`src/rtl/perf_counter_bank.sv`:
```
// -----------------------------------------------------------------------------
// perf_counter_bank
//
// Parametrised bank of pipeline performance counters. Each channel counts the
// cycles in which its event strobe is high. Each channel also has a sticky
// overflow flag and a snapshot shadow register. A halt from WB freezes
// counting and raises LOCK, which stays up until RST. Counter and shadow
// values are read back through a registered select port.
//
// Parameters
//   NUM_CH    number of event channels (1..16)
//   CNT_W     counter width in bits (8..32)
//   SEL_W     width of rd_sel, 2**SEL_W >= NUM_CH
//   SATURATE  0: counters wrap to zero; 1: counters stick at all-ones
//
// Ports
//   clk_in     in   1       pipeline clock, rising edge
//   RST        in   1       asynchronous active-high reset
//   en         in   1       global count enable
//   clr        in   1       synchronous clear of counters and overflow flags
//   halt       in   1       syscall-halt indication from WB
//   events     in   NUM_CH  per-channel increment strobes ("event" is a
//                           reserved word, hence the plural)
//   snap       in   1       copy live counters into the shadow registers
//   rd_sel     in   SEL_W   channel to read
//   rd_shadow  in   1       0: read live counter, 1: read shadow register
//   rd_data    out  CNT_W   registered read data (1-cycle latency)
//   ovf        out  NUM_CH  sticky overflow flags
//   LOCK       out  1       counting frozen after halt / pipeline freeze
// -----------------------------------------------------------------------------
module perf_counter_bank #(
    parameter int NUM_CH   = 8,
    parameter int CNT_W    = 32,
    parameter int SEL_W    = 4,
    parameter int SATURATE = 0
) (
    input  logic              clk_in,
    input  logic              RST,
    input  logic              en,
    input  logic              clr,
    input  logic              halt,
    input  logic [NUM_CH-1:0] events,
    input  logic              snap,
    input  logic [SEL_W-1:0]  rd_sel,
    input  logic              rd_shadow,
    output logic [CNT_W-1:0]  rd_data,
    output logic [NUM_CH-1:0] ovf,
    output logic              LOCK
);

    logic [CNT_W-1:0]  cnt_r      [NUM_CH];
    logic [CNT_W-1:0]  shadow_r   [NUM_CH];
    logic [CNT_W-1:0]  cnt_next_s [NUM_CH];
    logic [NUM_CH-1:0] ovf_r;
    logic [NUM_CH-1:0] hit_max_s;
    logic              lock_r;
    logic              count_en_s;
    logic [CNT_W-1:0]  rd_next_s;
    logic [CNT_W-1:0]  rd_data_r;

    // Global gate: counting needs enable and no halt freeze.
    always_comb begin
        count_en_s = en & ~lock_r;
    end

    // Next count per channel. hit_max_s marks an increment from all-ones,
    // which is where the overflow flag gets set in both wrap and saturate modes.
    always_comb begin
        for (int i = 0; i < NUM_CH; i++) begin
            cnt_next_s[i] = cnt_r[i];
            hit_max_s[i]  = 1'b0;
            if (count_en_s && events[i]) begin
                hit_max_s[i] = (cnt_r[i] == {CNT_W{1'b1}});
                if ((SATURATE != 0) && (cnt_r[i] == {CNT_W{1'b1}})) begin
                    cnt_next_s[i] = cnt_r[i];
                end else begin
                    cnt_next_s[i] = cnt_r[i] + CNT_W'(1);
                end
            end else begin
                cnt_next_s[i] = cnt_r[i];
            end
        end
    end

    // Read mux as a one-hot OR. An out-of-range select matches no channel and yields 0.
    always_comb begin
        rd_next_s = '0;
        for (int i = 0; i < NUM_CH; i++) begin
            rd_next_s = rd_next_s
                      | ((rd_sel == SEL_W'(i))
                         ? (rd_shadow ? shadow_r[i] : cnt_r[i])
                         : {CNT_W{1'b0}});
        end
    end

    // State update. Shadow capture and readback both use pre-edge values. clr wins
    // over counting but leaves the shadows and LOCK alone. halt still lets the
    // events of its own cycle count, because count_en_s uses the old lock_r.
    always_ff @(posedge clk_in or posedge RST) begin
        if (RST) begin
            for (int i = 0; i < NUM_CH; i++) begin
                cnt_r[i]    <= '0;
                shadow_r[i] <= '0;
            end
            ovf_r     <= '0;
            lock_r    <= 1'b0;
            rd_data_r <= '0;
        end else begin
            if (snap) begin
                for (int i = 0; i < NUM_CH; i++) begin
                    shadow_r[i] <= cnt_r[i];
                end
            end
            if (halt) begin
                lock_r <= 1'b1;
            end
            if (clr) begin
                for (int i = 0; i < NUM_CH; i++) begin
                    cnt_r[i] <= '0;
                end
                ovf_r <= '0;
            end else begin
                for (int i = 0; i < NUM_CH; i++) begin
                    cnt_r[i] <= cnt_next_s[i];
                end
                ovf_r <= ovf_r | hit_max_s;
            end
            rd_data_r <= rd_next_s;
        end
    end

    // All outputs come straight from registers.
    always_comb begin
        rd_data = rd_data_r;
        ovf     = ovf_r;
        LOCK    = lock_r;
    end

endmodule

```
`config.mk`:
```
export PLATFORM = sky130hd
export DESIGN_NAME = perf_counter_bank
export DESIGN_NICKNAME = d
export VERILOG_FILES = /design/src/rtl/perf_counter_bank.sv
export SDC_FILE = /design/constraint.sdc
export NUM_CORES = 1
export LEC_CHECK = 0
export ABC_CLOCK_PERIOD_IN_PS = 23800
export BUFFER_PORTS_ARGS = -buffer_cell sky130_fd_sc_hd__buf_4
export CORE_MARGIN = 2
export CORE_UTILIZATION = 60
export CTS_CLUSTER_DIAMETER = 80
export DETAILED_ROUTE_END_ITERATION = 16
export PLACE_DENSITY = 0.77
export SLEW_MARGIN = 5
export SYNTH_ARGS = -nofsm -noshare
export SYNTH_HDL_FRONTEND = slang
export SYNTH_SLANG_ARGS = --single-unit
```
`constraint.sdc`:
```
create_clock -name clk_in -period 23.8 [get_ports clk_in]
set_input_delay 2.38 -clock clk_in [delete_from_list [all_inputs] [get_ports clk_in]]
set_output_delay 2.38 -clock clk_in [all_outputs]
set_load 0.1 [all_outputs]
```
==> impl_metrics.tcl, run 1 <==
set metrics [dict create \
    start_kind "input pin" \
    diodes 0 \
    ys_ff_latch 553 \
    grt_setup_unrepaired "no" \
    slew_viol_final 0 \
    r2r-end "cnt_r[188]" \
    critical_path_class "input pin to flip-flop" \
    internal-power_mw 1.46 \
    fp.dieArea_um2 46900 \
    cap_violations 0 \
    cts-htree-levels 2 \
    r2r-start "LOCK" \
    r2r_slack_ns 20.41 \
    async_reset_ff_share_pct 100 \
    cellPowerDensity_nw_per_um2 62.8 \
    vias_per_cell 6.48 \
    synth_most_common_cell "dfrtp_1" \
    seqPwrFrac_pct 50.3 \
    wirelength_mm 73.8 \
    place_ws_ns 17.80 \
    synth_top_area_share_pct 51.0 \
    critical_path.slowest_cell "buf_4" \
    crit_path_max_fanout 109 \
    required_ns 24.28 \
    track_usage_pct 31.8 \
    min_period_ns 5.33 \
    place_area_um2 28000 \
    cp-startpoint "rd_shadow" \
    cts.sinks 553 \
    worst_hold_path_type "flip-flop to flip-flop" \
    first_global_vias 19700 \
    syn_to_final_growth_pct 9.88 \
    reg2reg_depth 6 \
    cts_root_buf "clkbuf_16" \
    cpPeakStageDelay_ns 0.87 \
    drtPass1Iterations 7 \
    critPathTopFamily "buffers and inverters" \
    synth_edf_count 0 \
    overflow 0 \
    start_util_pct 61.0 \
    path_buf_inv 3 \
    synth_area_leaders "dfrtp_1 51%, mux2_2 11%, mux2i_1 9.5%" \
    synth.avg_cell_area_um2 11.2 \
    placed_cells 2954 \
    clkTransAtPathRegs_ns 0.06 \
    design_area_um2 29800 \
    crit_chain "buf_8, buf_4, buf_4, mux2i_1, o22ai_1, or4_1" \
    cts_buffer_depth 3 \
    hold_viol 0 \
    crit_arrival_ns 5.81 \
    p_switching_mw 0.415 \
    slew-limit-headroom_pct 7.93 \
    place_hpwl_mm 49.1 \
    io_pins 60 \
    fmax_mhz 188 \
    syn-num-nets 2449 \
    die_x_um 217 \
    ant_nets 0 \
    setup_violations 0 \
    rows 77 \
    syn-cell-area_um2 27100 \
    drive_gt1_share_pct 18.0 \
    die_h_um 217 \
    crit_path_end "rd_data[19]" \
    antenna_found_initial 1 \
    combPwrFrac_pct 4.1 \
    grt_pass1_wl_mm 115 \
    pwr-share-clk_pct 45.7 \
    core_area_um2 44400 \
    cts_buffers 56 \
    yosysWarnings 0 \
    routedWlPerCell_um 24.2 \
    post-route-drc-count 0 \
    fin_nets 2447 \
    worst_slack_ns 18.47 \
    hold_buffers 0 \
    status "completed" \
    yosysUniqueCellTypes 46 \
    seq_area_frac_synth_pct 51.0 \
    fin_skew_ns 0.0121 \
    drt_iter0_markers 2105 \
    ir_drop_uv 62.5 \
    cp_common_cell "buf_4" \
    synth_common_cells "553 x dfrtp_1, 268 x nor2_1, 256 x mux2_2, 256 x mux2i_1, 176 x xor2_1" \
    synthFlopType "dfrtp_1" \
    cp-end-kind "flip-flop" \
    cts_setup_buffers 0 \
    leakage_nw 13.9 \
    grt_max_degree 183 \
    place_congestion 0.854 \
    clock_latency_ns 0.61 \
    vias 19800 \
    instances_no_fill 3052 \
    worstMarginPinSlew_ns 1.37 \
    yosysTopAreaCell "dfrtp_1" \
    setup_tns_ns 0 \
    portBuffers 59 \
    path_depth 6 \
    syn_inst 2422 \
    cts_tree "built" \
    cts_resized 0 \
    swShare_pct 22.2 \
    period_share_pct 22.4 \
]
-- worst min-delay path by stage --
| stage | slack [ns] | endpoint | from | cells past startpoint |
|---|---|---|---|---|
| after detailed placement | 0.48 | LOCK | LOCK | 1 |
| after global placement | 0.47 | LOCK | LOCK | 1 |
| final | 0.49 | LOCK | LOCK | 1 |
| after CTS | 0.50 | LOCK | LOCK | 1 |
| after floorplan | 0.48 | shadow_r[151] | shadow_r[151] | 1 |
| after global routing | 0.51 | shadow_r[101] | shadow_r[101] | 1 |
-- stage by stage --
stage	util [%]	hold slack, ns	total power [mW]
floorplan	-	0.480	1.01
global placement	63.1	0.469	1.03
detailed placement	63.1	0.483	1.03
CTS	67.1	0.496	1.88
global route	67.1	0.513	1.92
finish	67.1	0.491	1.87
-- metal layers --
metal / GRT usage (%) / up-vias / part of all wire, %
met1: 42.4 / 10100 / 41
met3: 4.17 / 186 / 5.9
li1: - / 8704 / -
met2: 51.0 / 780 / 47
met5: 0 / - / 0
met4: 17.4 / 0 / 5.5
-- power by group through the flow --
| stage | Clock [mW] | Sequential [mW] | Combinational, mW |
|---|---|---|---|
| 6_report | 0.854 | 0.940 | 0.0758 |
| 5_1_grt | 0.900 | 0.940 | 0.0813 |
| 4_1_cts | 0.863 | 0.940 | 0.0761 |
| 3_5_place_dp | 0 | 0.957 | 0.0761 |
| 3_3_place_gp | 0 | 0.957 | 0.0754 |
| 2_1_floorplan | 0 | 0.958 | 0.0546 |
-- registers in the layout, summed over array words and instances (netlist names) --
signal	cells
shadow_r	256
LOCK	1
rd_data	32
ovf	8
cnt_r	256
-- cells in the final DEF, fill, tap and decap left out, drive strengths merged, types with 20 or more instances in the layout --
cell / synthesis / routed
buf: 28 / 84
dfrtp: 553 / 553
xnor2: 50 / 50
nand2: 91 / 91
nor2: 268 / 268
or4: 36 / 36
nor4: 24 / 24
nand3: 89 / 89
mux2: 257 / 257
nand4: 109 / 109
clkbuf: 117 / 92
a21oi: 29 / 29
or3: 21 / 21
o21ai: 20 / 20
nor3: 23 / 23
xor2: 176 / 176
and4: 27 / 27
and3: 36 / 36
o22ai: 128 / 128
mux2i: 256 / 256
-- final cells by class --
class / count / area, um^2
clock buffers: 91 / 1700
clock inverters: 7 / 60.1
fillers: 3302 / 14600
inverters: 18 / 75.1
multi-input cells: 1706 / 12700
flip-flops and latches: 553 / 13800
well taps: 592 / 741
repair buffers: 85 / 672
-- cell families (layout without fill, tap and decap cells) --
family / count (synthesis) / count (layout) / synth area share [%]
muxes: 513 / 513 / 20.1
xor gates and xnor gates: 226 / 226 / 7.30
adders and majority gates: 8 / 8 / 0.369
and+or+nand+nor: 773 / 773 / 14.8
DFF: 553 / 553 / 51.0
buffers and inverters: 163 / 201 / 2.31
AOI/OAI and AO/OA: 186 / 186 / 4.11
Note: power is estimated with default switching activity, not from simulation.
==> run 2, diff against run 1 <==
- ABC_CLOCK_PERIOD_IN_PS: 23800 -> 5280
- clock period: 23.8 -> 5.28 ns (I/O delays scaled with it)
==> impl_metrics.tcl, run 2 (synthesis gave the netlist of run 1 again) <==
set metrics [dict create \
    num-fill-cells 3280 \
    seqPwrFrac_pct 49.2 \
    setup_tns_ns 0 \
    cts_resized 0 \
    die_h_um 217 \
    first_global_vias 19300 \
    leakage_nw 14.0 \
    fp.dieArea_um2 46900 \
    ir_drop_uv 275 \
    post-route-drc-count 0 \
    cts_setup_buffers 0 \
    min_period_ns 2.92 \
    drive_gt1_share_pct 18.4 \
    overflow 0 \
    hold_buffers 0 \
    place_congestion 0.884 \
    fin_nets 2450 \
    io_pins 60 \
    swShare_pct 22.4 \
    cts-htree-levels 2 \
    cts_buffers 57 \
    syn_to_final_growth_pct 10.6 \
    most-common-layout-cells "553 x dfrtp_1, 268 x nor2_1, 256 x mux2_2, 256 x mux2i_1, 176 x xor2_1" \
    cp_common_cell "or3_1" \
    cts_buffer_depth 3 \
    final_common_cell "dfrtp_1" \
    antenna_found_initial 1 \
    cp-end-kind "flip-flop" \
    grt_max_degree 155 \
    ant_nets 0 \
    vias 19600 \
    status "completed" \
    pwr-share-clk_pct 46.8 \
    worstMarginPinSlew_ns 1.21 \
    vias_per_cell 6.41 \
    track_usage_pct 31.5 \
    portBuffers 59 \
    crit_path_max_fanout 15 \
    slew_viol_final 0 \
    core_area_um2 44400 \
    start_kind "flip-flop" \
    critical_path_class "flip-flop to flip-flop" \
    wirelength_mm 73.3 \
    period_share_pct 55.3 \
    cpPeakStageDelay_ns 0.63 \
    cellPowerDensity_nw_per_um2 287 \
    grt_pass1_wl_mm 113 \
    crit_arrival_ns 3.41 \
    drtPass1Iterations 5 \
    required_ns 5.78 \
    cts_root_buf "clkbuf_16" \
    rows 77 \
    setup_violations 0 \
    cap_violations 0 \
    crit_chain "and2b_1, nand4_1, or3_1, or3_1, mux2_1" \
    critical_path.slowest_cell "and2b_1" \
    place_hpwl_mm 48.7 \
    fmax_mhz 343 \
    fin_skew_ns 0.0266 \
    holdWs_ns 0.0143 \
    combPwrFrac_pct 4.0 \
    routedWlPerCell_um 23.9 \
    grt_setup_unrepaired "no" \
    p_switching_mw 1.93 \
    slew-limit-headroom_pct 18.8 \
    internal-power_mw 6.69 \
    hold_viol 0 \
    drt_iter0_markers 1993 \
    die_x_um 217 \
    cts_tree "built" \
    start_util_pct 61.0 \
    cts.sinks 553 \
    clock_latency_ns 0.63 \
    worst_hold_path_type "input pin to asynchronous set/reset pin" \
    clkTransAtPathRegs_ns 0.06 \
]
run 2: cell count changes in the layout (fill, tap and decap cells not counted), sizes merged:
cell      previous run  this run
buf                 84        86
bufinv               1         3
clkbuf              92        88
clkinv               6        12
clkinvlp             0         2
diode                0         1
inv                 18        19
run 2: layer usage:
layer	up-vias	track usage [%]	part of all wire [%]
met5	-	0	0
met3	212	5.02	6.8
met4	0	18.8	6.8
li1	8703	-	-
met2	802	48.6	46
met1	9917	42.2	41
run 2: cell type report:
| class | instances | area (um^2) | share of cell area [%] |
|---|---|---|---|
| antenna | 1 | 2.50 | 0.00834 |
| clock buffer | 87 | 1700 | 5.66 |
| clock inverter | 18 | 175 | 0.584 |
| inverter | 18 | 71.3 | 0.238 |
| multi-input combinational | 1706 | 12700 | 42.3 |
| sequential | 553 | 13800 | 46.1 |
| tap | 592 | 741 | 2.47 |
| timing repair buffer | 87 | 774 | 2.58 |
run 2: worst max-delay path: cells and delay by family, from the launching register on:
kind / cells / cell delay, ns
flops: 1 / 0.52
simple gates: 4 / 1.97
mux: 1 / 0.32
run 2: stage by stage:
| step | cells | cell area [um^2] | worst slack (ns) | util (%) | total power [mW] |
|---|---|---|---|---|---|
| global route | 3061 | 30000 | 2.23 | 67.5 | 8.87 |
| finish | 3062 | 30000 | 2.36 | 67.5 | 8.62 |
| CTS | 3061 | 30000 | 2.40 | 67.5 | 8.68 |
| floorplan | 2422 | 27100 | -2.77 | - | 4.57 |
| detailed placement | 2956 | 28100 | 2.32 | 63.3 | 4.66 |
| global placement | 2956 | 28100 | 2.32 | 63.3 | 4.66 |
run 2: final timing paths:
check	startpoint	end	slack, ns	depth (start not counted)
setup / recovery	LOCK	cnt_r[188]	2.36	5
hold / removal	RST	cnt_r[56]	0.01	2
setup reg to reg	LOCK	cnt_r[188]	2.36	5
hold reg to reg	shadow_r[57]	shadow_r[57]	0.50	1
max in group asynchronous	RST	cnt_r[147]	3.96	3
min in group clk_in	halt	LOCK	0.12	2
run 2: power by group through the flow:
| stage | registers (mW) | logic (mW) | clock network, mW |
|---|---|---|---|
| 6_report | 4.24 | 0.345 | 4.03 |
| 5_1_grt | 4.24 | 0.371 | 4.26 |
| 4_1_cts | 4.24 | 0.347 | 4.09 |
| 3_5_place_dp | 4.32 | 0.346 | 0 |
| 3_3_place_gp | 4.32 | 0.343 | 0 |
| 2_1_floorplan | 4.32 | 0.247 | 0 |
==> run 3, diff against run 2 <==
- ABC_CLOCK_PERIOD_IN_PS: 5280 -> 2500
- CORE_UTILIZATION: 60 -> 57
- PLACE_DENSITY: 0.77 -> 0.76
- clock period: 5.28 -> 2.5 ns (I/O delays scaled with it)
==> impl_metrics.tcl, run 3 (synthesis gave the netlist of run 1 again) <==
set metrics [dict create \
    status "completed" \
    power.total_mw 18.6 \
    grt_max_degree 106 \
    min_period_ns 2.36 \
    most-common-layout-cells "553 x dfrtp_1, 268 x nor2_1, 256 x mux2_2, 256 x mux2i_1, 176 x xor2_1" \
    start_util_pct 58.0 \
    worst_slack_ns 0.141 \
    die_x_um 222 \
    setup_violations 0 \
    r2r-start "LOCK" \
    instances_no_fill 3162 \
    grt_pass1_wl_mm 120 \
    vias 20200 \
    diodes 0 \
    die_h_um 222 \
    path_buf_inv 2 \
    cts_resized 0 \
    routedWlPerCell_um 24.4 \
    setup_tns_ns 0 \
    portBuffers 59 \
    track_usage_pct 31.6 \
    critical_path_class "flip-flop to flip-flop" \
    syn_to_final_growth_pct 14.1 \
    ant_nets 0 \
    grt_setup_unrepaired "no" \
    finalCoreUtilization_pct 66.1 \
    crit_chain "buf_4, nand4b_1, nor4_2, buf_4, nand4_1, xor2_1, nor2_1" \
    placed_cells 3045 \
    cts_buffer_depth 3 \
    cap_violations 0 \
    vias_per_cell 6.40 \
    start_kind "flip-flop" \
    cts.sinks 553 \
    cts_root_buf "clkbuf_16" \
    io_pins 60 \
    seq_area_um2 13800 \
    fin_nets 2535 \
    r2r_slack_ns 0.14 \
    cp-end-kind "flip-flop" \
    cts_buffers 59 \
    clock_latency_ns 0.63 \
    post-route-drc-count 0 \
    fmax_mhz 424 \
    crit_arrival_ns 2.85 \
    ir_drop_uv 467 \
    multi_input_area_um2 12700 \
    path_depth 7 \
    place_ws_ns 0.163 \
    fin_skew_ns 0.0206 \
    drtPass1Iterations 6 \
    antenna_found_initial 2 \
    critPathTopFamily "simple AND/OR/NAND/NOR gates" \
    critical_path.slowest_cell "dfrtp_1" \
    cp_common_cell "buf_4" \
    core_area_um2 46800 \
    rows 79 \
    place_congestion 0.925 \
    crit_path_end "cnt_r[156]" \
    fp.dieArea_um2 49300 \
    worst_hold_path_type "input pin to asynchronous set/reset pin" \
    cts_setup_buffers 0 \
    worstMarginPinSlew_ns 0.753 \
    r2r-end "cnt_r[156]" \
    first_global_vias 20000 \
    period_share_pct 94.4 \
    cp-startpoint "LOCK" \
    hold_viol 0 \
    wirelength_mm 77.3 \
    place_hpwl_mm 53.6 \
    reg2reg_depth 7 \
    cts-htree-levels 2 \
    clkTransAtPathRegs_ns 0.06 \
    leakage_nw 14.5 \
    slew_viol_final 0 \
    cellPowerDensity_nw_per_um2 601 \
    final_common_cell "dfrtp_1" \
    drt_iter0_markers 2111 \
    drive_gt1_share_pct 20.8 \
    cpPeakStageDelay_ns 0.50 \
    slew-limit-headroom_pct 49.8 \
    num-fill-cells 3486 \
    crit_path_max_fanout 11 \
    required_ns 2.99 \
    overflow 0 \
    cts_tree "built" \
]
run 3: worst min path at each step:
stage	to	slack, ns	startpoint
floorplan	LOCK	0.36	halt
finish	shadow_r[117]	0.08	RST
global placement	shadow_r[117]	0.15	RST
global route	shadow_r[117]	0.09	RST
CTS	shadow_r[117]	0.06	RST
detailed placement	shadow_r[117]	0.16	RST
run 3: through the flow:
stage	instance area (um^2)	hold WS, ns
6_report	30900	0.0846
5_1_grt	30900	0.0893
4_1_cts	30900	0.0617
3_5_place_dp	28900	0.156
3_3_place_gp	28900	0.155
2_1_floorplan	27100	0.359
run 3: per-layer routing:
layer	vias up	GRT usage (%)	part of all wire, %
li1	8863	-	-
met1	10300	43.5	41
met2	859	48.5	45
met3	209	6.29	8.3
met4	2	15.1	4.8
met5	-	0	0.017
run 3: tightest hold or removal path, stage by stage:
cell and delay (ns):
dlygate4sd3_1 0.54, buf_4 0.14, clkinvlp_4 0.10
run 3: what timing repair did:
action	CTS	global route
setup endpoints to repair	0	0
hold endpoints to repair	51	0
hold buffers	9	0
run 3: where the power goes:
group          internal [mW]      switching [mW]
Clock                   5.16                3.65
Sequential              8.95  0.0000000000000810
Combinational          0.268               0.561
Total                   14.4                4.21
run 3: cell type report:
type                    instances  area share [%]
clock buffers                  92            5.86
clock inverters                16           0.453
inverters                      18           0.231
multi-input cells            1706            41.0
flip-flops and latches        553            44.7
well taps                     607            2.46
repair buffers                170            5.24
